## config.mk

```make
export PLATFORM = sky130hd
export DESIGN_NAME = rule_scan_classifier
export DESIGN_NICKNAME = d
export VERILOG_FILES = /design/src/rtl/network_pkg.sv /design/src/rtl/rule_match.sv /design/src/rtl/rule_scan_classifier.sv
export SDC_FILE = /design/constraint.sdc
export NUM_CORES = 1
export LEC_CHECK = 0
export CAP_MARGIN = 20
export CORE_UTILIZATION = 35
export DETAILED_ROUTE_END_ITERATION = 8
export PLACE_DENSITY_LB_ADDON = 0.08
export SETUP_SLACK_MARGIN = 0.1
export SLEW_MARGIN = 20
export SYNTH_ARGS = -nofsm -noshare
export SYNTH_HDL_FRONTEND = slang
export SYNTH_SLANG_ARGS = --single-unit
```

## constraint.sdc

```tcl
create_clock -name clk -period 2.7 [get_ports clk]
set_input_delay 0.405 -clock clk [delete_from_list [all_inputs] [get_ports clk]]
set_output_delay 0.405 -clock clk [all_outputs]
set_load 0.005 [all_outputs]
```

## src/rtl/network_pkg.sv

```systemverilog
// rtl/network_pkg.sv - header/rule types and scan FSM states shared by the classifier
package network_pkg;

  localparam int PROTOCOL_SIZE = 8;
  localparam int IP_SIZE       = 32;
  localparam int PORT_SIZE     = 16;

  typedef struct packed {
    logic [IP_SIZE-1:0]   ip;
    logic [PORT_SIZE-1:0] port;
  } endpoint_s;

  typedef struct packed {
    logic [PROTOCOL_SIZE-1:0] protocol;
    endpoint_s                src;
    endpoint_s                dst;
  } packet_s;

  // Each field of a rule is the half-open range [start, last).
  typedef struct packed {
    packet_s start;
    packet_s last;
  } rule_s;

  typedef enum logic [1:0] {
    IDLE,
    SCAN,
    RESULT
  } scan_state_e;

endpackage

```

## src/rtl/rule_match.sv

```systemverilog
// rtl/rule_match.sv - combinational test of one header against one rule
module rule_match
  import network_pkg::*;
(
  input  rule_s   rule,
  input  packet_s packet,
  output logic    matched
);

  logic proto_ok;
  logic src_ip_ok;
  logic src_port_ok;
  logic dst_ip_ok;
  logic dst_port_ok;

  // A range with last <= start is empty and can never match.
  always_comb begin
    proto_ok    = (packet.protocol >= rule.start.protocol) && (packet.protocol < rule.last.protocol);
    src_ip_ok   = (packet.src.ip   >= rule.start.src.ip)   && (packet.src.ip   < rule.last.src.ip);
    src_port_ok = (packet.src.port >= rule.start.src.port) && (packet.src.port < rule.last.src.port);
    dst_ip_ok   = (packet.dst.ip   >= rule.start.dst.ip)   && (packet.dst.ip   < rule.last.dst.ip);
    dst_port_ok = (packet.dst.port >= rule.start.dst.port) && (packet.dst.port < rule.last.dst.port);
    matched     = proto_ok && src_ip_ok && src_port_ok && dst_ip_ok && dst_port_ok;
  end

endmodule

```

## src/rtl/rule_scan_classifier.sv

```systemverilog
// rtl/rule_scan_classifier.sv - linear first-match scan of an external rule RAM
module rule_scan_classifier
  import network_pkg::*;
#(
  parameter int NUM_RULES = 64,
  parameter int IDX_W     = (NUM_RULES > 1) ? $clog2(NUM_RULES) : 1
) (
  input  logic             clk,
  input  logic             rst_n,
  input  logic             pkt_valid,
  output logic             pkt_ready,
  input  packet_s          pkt,
  input  logic [IDX_W:0]   cfg_num_rules,
  output logic             rule_rd_en,
  output logic [IDX_W-1:0] rule_rd_addr,
  input  rule_s            rule_rd_data,
  output logic             res_valid,
  input  logic             res_ready,
  output logic             res_hit,
  output logic [IDX_W-1:0] res_rule_idx
);

  localparam logic [IDX_W:0] MAX_N = (IDX_W+1)'(NUM_RULES);

  scan_state_e      state_q, state_d;
  packet_s          pkt_q, pkt_d;
  logic [IDX_W:0]   n_q, n_d;
  logic [IDX_W:0]   rd_ptr_q, rd_ptr_d;
  logic             cmp_vld_q, cmp_vld_d;
  logic [IDX_W-1:0] cmp_idx_q, cmp_idx_d;
  logic             hit_q, hit_d;
  logic [IDX_W-1:0] idx_q, idx_d;
  logic             issue;
  logic             matched;

  rule_match u_rule_match (
    .rule    (rule_rd_data),
    .packet  (pkt_q),
    .matched (matched)
  );

  always_ff @(posedge clk or negedge rst_n) begin
    if (!rst_n) begin
      state_q   <= IDLE;
      pkt_q     <= '0;
      n_q       <= '0;
      rd_ptr_q  <= '0;
      cmp_vld_q <= 1'b0;
      cmp_idx_q <= '0;
      hit_q     <= 1'b0;
      idx_q     <= '0;
    end else begin
      state_q   <= state_d;
      pkt_q     <= pkt_d;
      n_q       <= n_d;
      rd_ptr_q  <= rd_ptr_d;
      cmp_vld_q <= cmp_vld_d;
      cmp_idx_q <= cmp_idx_d;
      hit_q     <= hit_d;
      idx_q     <= idx_d;
    end
  end

  always_comb begin
    state_d      = state_q;
    pkt_d        = pkt_q;
    n_d          = n_q;
    rd_ptr_d     = rd_ptr_q;
    cmp_vld_d    = cmp_vld_q;
    cmp_idx_d    = cmp_idx_q;
    hit_d        = hit_q;
    idx_d        = idx_q;
    issue        = 1'b0;
    pkt_ready    = 1'b0;
    rule_rd_en   = 1'b0;
    rule_rd_addr = '0;
    res_valid    = 1'b0;

    case (state_q)
      IDLE: begin
        pkt_ready = 1'b1;
        if (pkt_valid) begin
          pkt_d     = pkt;
          n_d       = (cfg_num_rules > MAX_N) ? MAX_N : cfg_num_rules;
          rd_ptr_d  = '0;
          cmp_vld_d = 1'b0;
          hit_d     = 1'b0;
          idx_d     = '0;
          state_d   = SCAN;
        end
      end

      SCAN: begin
        issue        = (rd_ptr_q < n_q);
        rule_rd_en   = issue;
        rule_rd_addr = issue ? rd_ptr_q[IDX_W-1:0] : '0;
        cmp_vld_d    = issue;
        cmp_idx_d    = rd_ptr_q[IDX_W-1:0];
        if (issue) begin
          rd_ptr_d = rd_ptr_q + 1'b1;
        end
        // A miss is declared once every read has been issued and compared;
        // an empty table takes this path on its first SCAN cycle.
        if (cmp_vld_q && matched) begin
          hit_d   = 1'b1;
          idx_d   = cmp_idx_q;
          state_d = RESULT;
        end else if (!cmp_vld_q && (rd_ptr_q == n_q)) begin
          hit_d   = 1'b0;
          idx_d   = '0;
          state_d = RESULT;
        end
      end

      RESULT: begin
        res_valid = 1'b1;
        if (res_ready) begin
          state_d = IDLE;
        end
      end

      default: state_d = IDLE;
    endcase
  end

  assign res_hit      = hit_q;
  assign res_rule_idx = idx_q;

endmodule

```

# Word level (Yosys, flattened, before mapping)
# Index checks and enable logic that the tools add are counted.
# word_totals
reg_bits	134
in_bits	323
out_inout_bits	16
wordCells	74
# op_classes
addsub	1
magnitude_cmp	12
eq_ne	7
mux	23
n_reduce_logical	19
# ops
operator	count
greater-or-equal comparator 32 bit	2
< comparator 32 bit	2
greater-or-equal comparator 16 bit	2
< comparator 16 bit	2
2-to-1 mux 6 bit	5
2-to-1 mux 7 bit	3
one-hot mux 7 bit (2 select lines)	1
one-hot mux 6 bit (2 select lines)	1
logical AND 1 bit	11
AND reduction 3 bit	3
greater-or-equal comparator 8 bit	1
< comparator 8 bit	1
2-to-1 mux 2 bit	4
adder 7 x 1 -> 7 bit, second input constant	1
equality test 7 bit	1
greater-than comparator 7 bit, second input constant	1
< comparator 7 bit	1
2-to-1 mux 1 bit	6
inequality test 2 bit, second input constant	3
one-hot mux 2 bit (3 select lines)	1
one-hot mux 1 bit (2 select lines)	2
AND reduction 2 bit	2
inequality test 3 bit, second input constant	1
equality test 2 x 1 -> 1 bit, second input constant	1
other kinds (4)	4

# Longest topological paths before layout
# depth
word_depth	9
ltp_mapped	11
ltp_nobuf	10

# Modules after synthesis
# Synthesis repeated with hierarchy kept, for this count alone.
# hier_totals
cells_unflattened	1283
hier_area_um2	10353.7
# modules_own_cells
module	instances	cells_per_inst	area_per_inst_um2	seq_area_each_um2
rule_scan_classifier	1	588	5363.9	3353.2
rule_match	1	695	4989.8	0.0

# Worst setup path after synthesis
# No wires, ideal clock.
# synth_path
path_type	input -> register
from	in rule_rd_data[63] in the netlist's numbering
to	reg idx_q[0] (netlist: res_rule_idx[0])
setup_time_ns	0.074
arrival_time_ns	2.538
required_time_ns	2.626
slack_ns	0.088
stages	11
n_path_buf	1
cell_sequence	inv_1 -> ha_1 -> a211oi_1 -> nand4_1 -> a2111oi_2 -> o311ai_1 -> a211oi_2 -> nand4b_2 -> or3_1 -> buf_6 -> o21ai_2
# synth_between
elab_chain_cells	8
elab_cells_between_ends	10
classes_between	1 x order compare; 1 x eq/ne; 2 x mux; 6 x reduce/logical
# synth_lines
item	line	source
start: declaration	rule_scan_classifier.sv:16	input rule_s rule_rd_data,
< comparator 16 bit *	rule_match.sv:20	src_port_ok = (packet.src.port >= rule.start.src.port) && (packet.src.port < rule.last.src.port);
logical AND 1 bit *	rule_match.sv:20	
logical AND 1 bit * (3 in a row)	rule_match.sv:23	matched = proto_ok && src_ip_ok && src_port_ok && dst_ip_ok && dst_port_ok;
logical AND 1 bit *	rule_scan_classifier.sv:104	if (cmp_vld_q && matched) begin
inequality test 3 bit (no source line) / 2-to-1 mux 6 bit (equally long branches)	n/a	
AND reduction 3 bit (no source line) / one-hot mux 6 bit (2 select lines) (equally long branches)	n/a	
end signal: assignment	rule_scan_classifier.sv:60	idx_q <= idx_d;
end: declaration	rule_scan_classifier.sv:32	logic [IDX_W-1:0] idx_q, idx_d;
# Every way passes the cells marked *; elsewhere a longest branch is shown, timed or not.
# A chain may end at the register's enable or synchronous reset.

# Final worst setup path
# layout_path
from	reg n_q[4]
to	out rule_rd_addr[3]
# layout_between
elab_chain_cells	3
# layout_lines
item	line	source
start: declaration	rule_scan_classifier.sv:27	logic [IDX_W:0] n_q, n_d;
start signal: assignment	rule_scan_classifier.sv:55	n_q <= n_d;
< comparator 7 bit	rule_scan_classifier.sv:94	issue = (rd_ptr_q < n_q);
2-to-1 mux 6 bit	rule_scan_classifier.sv:96	rule_rd_addr = issue ? rd_ptr_q[IDX_W-1:0] : '0;
2-to-1 mux 6 bit	rule_scan_classifier.sv:79	case (state_q)
end: declaration	rule_scan_classifier.sv:15	output logic [IDX_W-1:0] rule_rd_addr,
# No other way between the ends.

==> results <==
- The flow ran to the end, and the final reports show no timing, DRC or antenna violations.
- In the layout the commonest cells are nand2_1, clkdlybuf4s50_1, inv_1, ha_1, dfrtp_1.
- The total detailed-routing wirelength is ~34 mm.
- The final critical path takes up 99.6% of the cycle.
- The max-slew headroom at the worst pin is between 50% and 60%.
- Net switching is slightly below 40% of the power.
- Synthesis produced a netlist with a net count of ~1800.
- The start point of the worst hold path is pkt[70].
- The cell family contributing the most delay on the critical path is compound AO/OA/AOI/OAI gates.
- At the worst endpoint, the arrival time is 2.29 ns.
- Using the TritonRoute via totals, the vias-per-cell ratio works out to around 4.8.
- The HPWL after detailed placement is between 20 and 30 mm.
- The share of the Yosys chip area taken by registers is 32.0%.
- Counting along the longest clock path gives a buffer depth of 2.
- The source of the worst register-to-register timing path is rd_ptr_q[6].
- Power spread over the standard cell area amounts to 822 nW/um^2.
- Cells with a size suffix above 1 make up approximately 12% of the layout.
- The congestion estimate from routability-driven global placement came to ~0.85.
- For this run, the slowest stage of the critical path takes 0.38 ns.
- In this run, flip-flops and latches consume around 28% of the power.
- The cell area after synthesis is between 10000 and 15000 um^2.
- The via count of the first global-routing pass is 10535.
- The placed instance area is about 15000 um^2.
- At the pin with the least slew margin, the transition time is 0.664 ns.
- The share of power burned in combinational logic is 52.2%.
- The share of synthesized area in the top cell type comes to a little under a third.
- Entering global routing, the biggest net connects 67 pins.
- The final setup skew is between 0.01 and 0.015 ns.
- The initial antenna violation count is 3.
- Global routing consumed, over all layers together, between 20 and 25% of the routing resources.
- Counting the fill cells in the layout gives roughly 2700.
- For this run, the detailed router's first-pass iteration total came to 5.
- The count of endpoints failing hold in the final timing report was 0.
- In the final design database the tool counted between 2000 and 2500 nets.
- The summed area of non-filler cells in the final layout is about 16000 um^2.
- The number of slew-limit violations in the final report is 0.
- Counting every instance in the synthesized netlist gives 1300.
- The number of flip-flops and latches in the synthesized netlist is roughly 130.
- The source-to-sink clock delay at the later pin of the worst-skew pair is 0.43 ns.
- The worst supply voltage drop on vdd is ~0.00050 V.
- The global-route wire length before repair is roughly 54 mm.
- In this run, CTS created clock tree buffers numbering 17.
- The most critical setup path has its startpoint at n_q[4].
- The maximum fanout along the worst path is 3.
- The core region is between 20000 and 30000 um^2.
- The number of flops mapped to enable cells by yosys is 0.
- The tree is rooted in a clkbuf_16.
- Walking the worst path, the cells encountered are inv_2, ha_4, a21o_1, a21o_1, a2111oi_4, buf_4, buf_6, and2_4, buf_6.
- The slowest stage of the critical path belongs to the cell dfrtp_1.
- The residual antenna-violating net count after detailed routing is 0.
- The leakage power total is 8.36 nW.
- The synthesized area divided by synthesized cell count is about 8.1 um^2.
- The average wire per cell in the routed design is 16.2 um.
- Clock-pin slew was measured on the worst setup and hold paths at around 0.080 ns.
- Setup repair after global routing could not meet its margin everywhere.
- The area enclosed by the die boundary is approximately 30000 um^2.
- The critical path contains buffers and inverters numbering 4 combined.
- The required time reported for the critical path endpoint is between 2 and 2.5 ns.
- The site row count is 62.
- The smallest clock period supported by the final layout is computed as approximately 2.7 ns.
- Setup violations remaining at the end of the flow were counted as 0.
- The post-synthesis cell type count is 53.
- The detailed router placed between 10000 and 15000 vias in this run.
- The most common library cell in the layout ignoring fill and taps is nand2_1.
- STA classifies the critical path startpoint as a register.
- The detailed-route DRC error count is 0.
- In this run the power spent charging and discharging nets is just over 0.005 W.
- By area the synthesized netlist is led by dfrtp_1, ha_1, nand2_1.
- Internal power comes to roughly 0.008 W.
- The worst setup path is captured at an output pin.
- The min-delay analysis places its worst path in the category in2reg.
- The count of synthesis-stage warnings from yosys is 0.
- Counting flops with an async set or reset pin after synthesis yields a share of between 90% and 100%.
- The detailed router finished its first iteration with approximately 450 violations.
- The top achievable clock speed is 372 MHz.
- For this design, the sink count on the clock tree is ~130.
- The core occupancy in the finished layout is between 50 and 60%.
- The clock tree from TritonCTS is done.
- The reported max-cap violation count is 0.
- Measured along the y axis, the die boundary spans between 150 and 200 um.
- The count of port buffers added during placement is 338.
- Relative to the synthesized area, the layout overhead comes to 53.0%.
- 339 I/O pins were placed.
- The H-tree was split into 4 levels.
- The flip-flop cell with the highest count after synthesis is dfrtp_1.
- Global routing finished with a remaining overflow of 0.
- The cell type with the highest aggregate area in the netlist is dfrtp_1.
- From left edge to right edge, the die measures between 150 and 200 um.
- The starting density of the core is 36.0%.
- The worst setup path is of the reg2out kind.
- The clock network is responsible for between 20 and 25% of the overall power.
-- cell families after synthesis --
kind of cell / count (synthesis) / share of synthesized area (%)
xor+xnor: 5 / 0.418
flops: 134 / 32.0
compound gates: 204 / 12.4
buf+inv: 250 / 9.02
mux: 6 / 0.644
simple gates: 490 / 20.3
fa+ha+maj: 211 / 25.2
-- cells in the mapped netlist (10+ instances only) --
master and instances:
clkbuf_1 26, nand2_1 355, ha_1 211, o21ai_0 43
nand4_1 30, a21o_1 21, inv_1 220, a21oi_1 66
nor2_1 26, nand3_1 15, a211oi_1 23, nor3_1 10
dfrtp_1 134, and3_1 14
-- state kept, by name, indices dropped and copies added, names as in the netlist --
register	flops
pkt_q	104
n_q	7
rd_ptr_q	7
cmp_idx_q	6
res_rule_idx	6
state_q	2
cmp_vld_q	1
res_hit	1
-- final timing paths --
check                             endpoint  slack (ns)  cells past startpoint
min reg2reg                         n_q[0]        0.51                      2
max in group asynchronous        pkt_q[80]        1.42                      3
max                        rule_rd_addr[3]        0.01                      9
max reg2reg                res_rule_idx[0]        0.08                      7
min in group asynchronous        pkt_q[24]        0.54                      2
min                              pkt_q[70]        0.49                      3
-- power by group through the flow --
stage / logic [W] / registers [W] / clock network, W
6_report: 0.00687 / 0.00365 / 0.00266
5_1_grt: 0.00783 / 0.00377 / 0.00279
4_1_cts: 0.00672 / 0.00365 / 0.00273
3_5_place_dp: 0.00619 / 0.00365 / 0
3_3_place_gp: 0.00603 / 0.00365 / 0
2_1_floorplan: 0.00368 / 0.00343 / 0
-- metal layers --
| layer | vias to the layer above | wire length, um | track usage, % | share of wire, % |
|---|---|---|---|---|
| li1 | 5157 | - | - | - |
| met1 | 4595 | 15300 | 29.0 | 45 |
| met2 | 272 | 16600 | 39.2 | 48 |
| met3 | 31 | 1840 | 4.44 | 5.4 |
| met4 | 0 | 574 | 6.30 | 1.7 |
| met5 | - | 0 | 0 | 0 |
-- final cells by class --
cell class / count / area (um^2) / area share, %
clock inverter: 15 / 223 / 1.39
timing repair buffer: 424 / 4120 / 25.7
clock buffer: 17 / 425 / 2.65
antenna: 3 / 7.51 / 0.0468
sequential: 134 / 3350 / 20.9
inverter: 220 / 826 / 5.15
tap: 384 / 480 / 3.00
multi-input combinational: 916 / 6600 / 41.2
-- through the flow --
step | power [W] | cells | TNS [ns] | hold slack [ns] | worst slack [ns]
floorplan | 0.00710 | 1300 | 0 | 0.109 | 0.116
global placement | 0.00968 | 2068 | -6.03 | 0.459 | -0.732
detailed placement | 0.00985 | 2068 | -6.44 | 0.457 | -0.810
CTS | 0.0131 | 2107 | -0.0218 | 0.472 | -0.0103
global route | 0.0144 | 2112 | -0.198 | 0.498 | -0.0421
finish | 0.0132 | 2113 | 0 | 0.491 | 0.00961
-- worst register-to-register path, delay by kind of cell (launching register included) --
kind,cells,cell delay (ns)
AO/OA/AOI/OAI,3,0.50
adder cells (fa/ha/maj),1,0.35
flip-flops,1,0.40
AND/OR/NAND/NOR,3,1.26
-- timing repair --
action,in CTS,in global routing
hold buffers,1,0
setup endpoints to repair,16,16
endpoints found under the hold margin,6,0
gates resized for setup,92,30
pin swaps,35,20
setup buffers,7,3
No activity file was read; power rests on OpenSTA's default activity.
